## src/rtl/dmem_arbiter_pkg.sv

```systemverilog
// rtl/dmem_arbiter_pkg.sv - shared constants and helpers for the data memory arbiter
package dmem_arbiter_pkg;

    localparam int DEF_ADDR_W = 32;
    localparam int DEF_DATA_W = 32;

    typedef logic [1:0] arb_state_t;

    localparam arb_state_t ST_IDLE   = 2'd0;
    localparam arb_state_t ST_ACCESS = 2'd1;
    localparam arb_state_t ST_WAIT   = 2'd2;
    localparam arb_state_t ST_RESP   = 2'd3;

    localparam logic PORT_CPU = 1'b0;
    localparam logic PORT_LDR = 1'b1;

    function automatic logic other_port(input logic port);
        return ~port;
    endfunction

endpackage

```

## src/rtl/dmem_arb_pick.sv

```systemverilog
// rtl/dmem_arb_pick.sv - two-input grant selector; DMEM_ARB_RR_EN selects round-robin ties
module dmem_arb_pick
    import dmem_arbiter_pkg::*;
(
    input  logic [1:0] req,
    input  logic       last,
    output logic       any,
    output logic       winner
);

`ifdef DMEM_ARB_RR_EN
    always_comb begin
        any    = |req;
        winner = PORT_LDR;
        if (req == 2'b11) begin
            winner = other_port(last);
        end else if (req[0]) begin
            winner = PORT_CPU;
        end
    end
`else
    // Fixed priority: the last owner does not influence the choice.
    logic unused_last;
    assign unused_last = last;

    always_comb begin
        any    = |req;
        winner = PORT_LDR;
        if (req[0]) begin
            winner = PORT_CPU;
        end
    end
`endif

endmodule

```

## src/rtl/dmem_arbiter.sv

```systemverilog
// rtl/dmem_arbiter.sv - two-port arbiter for the single-port data memory (DMEM_ARB_RR_EN: round-robin)
module dmem_arbiter
    import dmem_arbiter_pkg::*;
#(
    parameter int ADDR_W = DEF_ADDR_W,
    parameter int DATA_W = DEF_DATA_W,
    parameter int RD_LAT = 1
) (
    input  logic              clk,
    input  logic              reset,
    input  logic              p0_req,
    input  logic              p0_wen,
    input  logic [ADDR_W-1:0] p0_addr,
    input  logic [DATA_W-1:0] p0_wdata,
    input  logic              p1_req,
    input  logic              p1_wen,
    input  logic [ADDR_W-1:0] p1_addr,
    input  logic [DATA_W-1:0] p1_wdata,
    output logic              p0_gnt,
    output logic              p1_gnt,
    output logic              p0_rvalid,
    output logic              p1_rvalid,
    output logic [DATA_W-1:0] p0_rdata,
    output logic [DATA_W-1:0] p1_rdata,
    output logic              p0_stall,
    output logic              mem_en,
    output logic              mem_wen,
    output logic [ADDR_W-1:0] mem_addr,
    output logic [DATA_W-1:0] mem_wdata,
    input  logic [DATA_W-1:0] mem_rdata
);

    localparam int CNT_W = $clog2(RD_LAT + 1);

    arb_state_t        state;
    logic              owner;
    logic              lat_wen;
    logic [ADDR_W-1:0] lat_addr;
    logic [DATA_W-1:0] lat_wdata;
    logic [CNT_W-1:0]  wait_cnt;
    logic [DATA_W-1:0] p0_rdata_q;
    logic [DATA_W-1:0] p1_rdata_q;
    logic              pick_any;
    logic              pick_winner;

    dmem_arb_pick u_pick (
        .req    ({p1_req, p0_req}),
        .last   (owner),
        .any    (pick_any),
        .winner (pick_winner)
    );

    always_ff @(posedge clk) begin
        if (reset) begin
            state      <= ST_IDLE;
            owner      <= PORT_LDR;
            lat_wen    <= 1'b0;
            lat_addr   <= '0;
            lat_wdata  <= '0;
            wait_cnt   <= '0;
            p0_rdata_q <= '0;
            p1_rdata_q <= '0;
        end else begin
            case (state)
                ST_IDLE: begin
                    if (pick_any) begin
                        owner     <= pick_winner;
                        lat_wen   <= pick_winner ? p1_wen   : p0_wen;
                        lat_addr  <= pick_winner ? p1_addr  : p0_addr;
                        lat_wdata <= pick_winner ? p1_wdata : p0_wdata;
                        state     <= ST_ACCESS;
                    end
                end
                ST_ACCESS: begin
                    wait_cnt <= '0;
                    state    <= lat_wen ? ST_IDLE : ST_WAIT;
                end
                ST_WAIT: begin
                    // Memory data is valid during the final wait cycle only.
                    if (wait_cnt == CNT_W'(RD_LAT - 1)) begin
                        if (owner == PORT_LDR) begin
                            p1_rdata_q <= mem_rdata;
                        end else begin
                            p0_rdata_q <= mem_rdata;
                        end
                        state <= ST_RESP;
                    end else begin
                        wait_cnt <= wait_cnt + CNT_W'(1);
                    end
                end
                ST_RESP: begin
                    state <= ST_IDLE;
                end
                default: begin
                    state <= ST_IDLE;
                end
            endcase
        end
    end

    assign mem_en    = (state == ST_ACCESS);
    assign mem_wen   = mem_en & lat_wen;
    assign mem_addr  = lat_addr;
    assign mem_wdata = lat_wdata;

    assign p0_gnt    = mem_en & (owner == PORT_CPU);
    assign p1_gnt    = mem_en & (owner == PORT_LDR);
    assign p0_rvalid = (state == ST_RESP) & (owner == PORT_CPU);
    assign p1_rvalid = (state == ST_RESP) & (owner == PORT_LDR);
    assign p0_rdata  = p0_rdata_q;
    assign p1_rdata  = p1_rdata_q;

    // Stall drops only in the cycle the CPU's own transaction completes.
    assign p0_stall  = p0_req & ~(p0_gnt & lat_wen) & ~p0_rvalid;

endmodule

```

## config.mk

```make
export PLATFORM = sky130hd
export DESIGN_NAME = dmem_arbiter
export DESIGN_NICKNAME = d
export VERILOG_FILES = /design/src/rtl/dmem_arbiter_pkg.sv /design/src/rtl/dmem_arb_pick.sv /design/src/rtl/dmem_arbiter.sv
export SDC_FILE = /design/constraint.sdc
export NUM_CORES = 1
export LEC_CHECK = 0
export CORE_ASPECT_RATIO = 1.2
export CORE_MARGIN = 2
export CORE_UTILIZATION = 40
export CTS_CLUSTER_DIAMETER = 60
export CTS_CLUSTER_SIZE = 28
export DETAILED_ROUTE_END_ITERATION = 8
export PLACE_DENSITY = 0.81
export SETUP_SLACK_MARGIN = 0.1
export SYNTH_ARGS = -nofsm -noshare
export SYNTH_HDL_FRONTEND = slang
export SYNTH_HIERARCHICAL = 1
export SYNTH_SLANG_ARGS = --single-unit
```

## constraint.sdc

```tcl
create_clock -name clk -period 1.62 [get_ports clk]
set_input_delay 0.324 -clock clk [delete_from_list [all_inputs] [get_ports clk]]
set_output_delay 0.324 -clock clk [all_outputs]
set_load 0.005 [all_outputs]
```

==> out/metrics.yaml <==
status: "finished with violations"
violations: "negative setup slack"
synth_seq_cells: 132
power_density_nw_per_um2: 922.0
drt_wl_total_um: 21950
drt_iter0_drc: 285
drt_pass1_iterations: 4
clockBufferDepth: 2
place_inst: 1014
setup_viol: 37
cp.arrival_ns: 2.00
wl_per_cell_um: 20.50
worst_pin_slew_ns: 0.7689
cts_buffers: 17
vdd_drop_max_uv: 588.5
setup_ws_ns: -0.05843
syn_avg_cell_area_um2: 10.24
maxSlewViolCount: 0
ys_types: 22
cts.clk_slew.worst_paths_ns: 0.06
multi_input_area_um2: 3227
cts.sinks: 132
die_h_um: 135.3
syn-num-nets: 727
port_buffers: 300
drv_cap: 0
grtUsageTotal: 0.2355
ant_nets: 0
antenna_found_initial: 1
setup.worst_path.start_class: "flop"
fin_area_um2: 10540
placed_area_um2: 9017
grt_pass1_vias: 5498
yosys_warnings: 6
drc: 0
final_cells: 1071
fmax_mhz: 595.8
pin_count: 301
path_class: "reg -> reg"
hp-class: "reg -> reg"
final.fill_count: 954
final_nets: 1050
seq_area_um2: 2668
h-tree-depth: 4
placementRows: 48
gp_congestion: 0.7702
relSlewSlack: 0.4874
via_per_inst: 5.237
required_ns: 1.94
grt_start_max_net_pins: 166
grt_pass1_wl_um: 28320
postLayoutCoreUtil: 0.7408
n_antenna_cell: 0
die_w_um: 113.4
worstSetupEndpointType: "flop"
leakagePower_nw: 4.762
syn-instance-count: 561
syn2layout_area_growth_pct: 83.48
fin_crit_sh: 1.036
root_buffer: "clkbuf_16"
start_util: 0.4037
skew_ns: 0.007619
final-hold-violation-count: 0
cts_tree: "yes"
rsz0062_at_grt: "yes"
coreArea_um2: 14230
num_vias: 5609
drive_gt1_frac: 0.2054
die-area_um2: 15350
clk_latency_ns: 0.41
seq_area_frac_synth: 0.4598
fin_crit_ns: 1.678
overflow: 0
hpwl_um: 13380
cp_max_fo: 7
total_power_mw: 9.721
syn_area_um2: 5747
-- worst paths after layout --
kind,start,to,slack (ns),depth (start not counted)
worst max-delay path,state[0],mem_wdata[13],-0.06,5
worst min-delay path,p0_rdata[24],p0_rdata[24],0.47,2
worst max register to register,state[0],mem_wdata[13],-0.06,5
worst min register to register,p0_rdata[24],p0_rdata[24],0.47,2
-- worst max-delay path, cell delays in order (launching register included) --
cell	delay, ns
dfxtp_4	0.34
buf_6	0.11
buf_6	0.12
or4b_4	0.67
buf_12	0.20
o32ai_2	0.13
-- layer usage --
layer / vias up / wire length, um / global-route usage
met3: 53 / 1602 / 0.08412
met2: 266 / 11350 / 0.4115
met5: - / 10 / 0
li1: 2598 / - / -
met4: 2 / 823 / 0.07656
met1: 2690 / 8167 / 0.2676
-- timing repair --
action,in CTS,in global routing
endpoints found under the setup margin,200,103
gates cloned,0,16
hold buffers,0,0
setup buffers,6,4
pin swaps,5,46
resized for setup,198,84
-- cell usage in the layout (no fill, tap or decap), types with 2 or more instances in the layout --
| cell type | Yosys | routed |
|---|---|---|
| nor3_2 | 0 | 2 |
| inv_1 | 67 | 65 |
| buf_12 | 0 | 10 |
| or4b_4 | 0 | 2 |
| clkinv_4 | 0 | 3 |
| clkinv_2 | 0 | 5 |
| clkdlybuf4s50_1 | 0 | 163 |
| dfxtp_4 | 0 | 2 |
| dfxtp_2 | 0 | 14 |
| bufinv_16 | 0 | 3 |
| nor2_1 | 5 | 5 |
| dlygate4sd2_1 | 0 | 128 |
| clkinvlp_4 | 0 | 2 |
| nor3b_4 | 0 | 2 |
| mux2i_1 | 130 | 130 |
| buf_4 | 1 | 22 |
| o32ai_4 | 0 | 7 |
| nand2b_1 | 97 | 97 |
| dfxtp_1 | 132 | 116 |
| buf_6 | 5 | 14 |
| o32ai_2 | 0 | 58 |
| clkbuf_16 | 0 | 27 |
| buf_2 | 23 | 4 |
-- sequential cells by signal (all words and copies together), names as in the netlist, named ones only --
name and flops:
mem_wdata 32, p1_rdata 32, owner 1, lat_wen 1, p0_rdata 32, mem_addr 32, state 1
-- power breakdown --
group	internal [mW]	total [mW]	switching (mW)
registers	3.48	3.62	0.140
logic	1.23	2.17	0.940
clock network	2.41	3.93	1.52
total	7.12	9.72	2.60
-- area by class of cell --
cell class / instances / area share
clock buffers: 18 / 0.04070
repair buffers: 353 / 0.3401
flip-flops and latches: 132 / 0.2530
multi-input cells: 313 / 0.3060
clock inverters: 13 / 0.01519
well taps: 175 / 0.02077
inverters: 67 / 0.02421
-- kinds of logic (layout without fill, tap and decap cells) --
| group | count (synthesis) | count (layout) | share of synthesized area |
|---|---|---|---|
| AOI/OAI and AO/OA | 67 | 67 | 0.1015 |
| and+or+nand+nor | 115 | 116 | 0.1237 |
| muxes | 130 | 130 | 0.2264 |
| DFF | 132 | 132 | 0.4598 |
| buffers and inverters | 117 | 451 | 0.08861 |
-- synthesized netlist by cell type --
cell type  number  share of area
buf_6           5         0.0098
and2_1          1         0.0011
nor2b_1         1         0.0011
nor3_1          3         0.0026
or3b_2          1         0.0015
a21oi_1         1        0.00087
and3_1          1         0.0011
nand3b_1        1         0.0013
clkbuf_1       21          0.014
nand2b_1       97           0.11
nand2_1         1        0.00065
or2_1           1         0.0011
inv_1          67          0.044
nor2_1          5         0.0033
dfxtp_1       132           0.46
nor3b_1         2         0.0026
o32ai_1        65          0.099
o31a_1          1         0.0015
buf_2          23          0.020
buf_4           1         0.0013
mux2i_1       130           0.23
or4b_1          1         0.0017
-- through the flow --
step                worst slack, ns  hold slack [ns]  TNS (ns)
global placement            -0.4924           0.4593    -31.50
finish                     -0.05843           0.4685    -1.000
detailed placement          -0.5511           0.4612    -34.18
floorplan                    0.2479           0.4650         0
global route               -0.08883           0.4877    -2.483
CTS                        -0.02056           0.4711   -0.1221
Note: power is estimated with default switching activity, not from simulation.
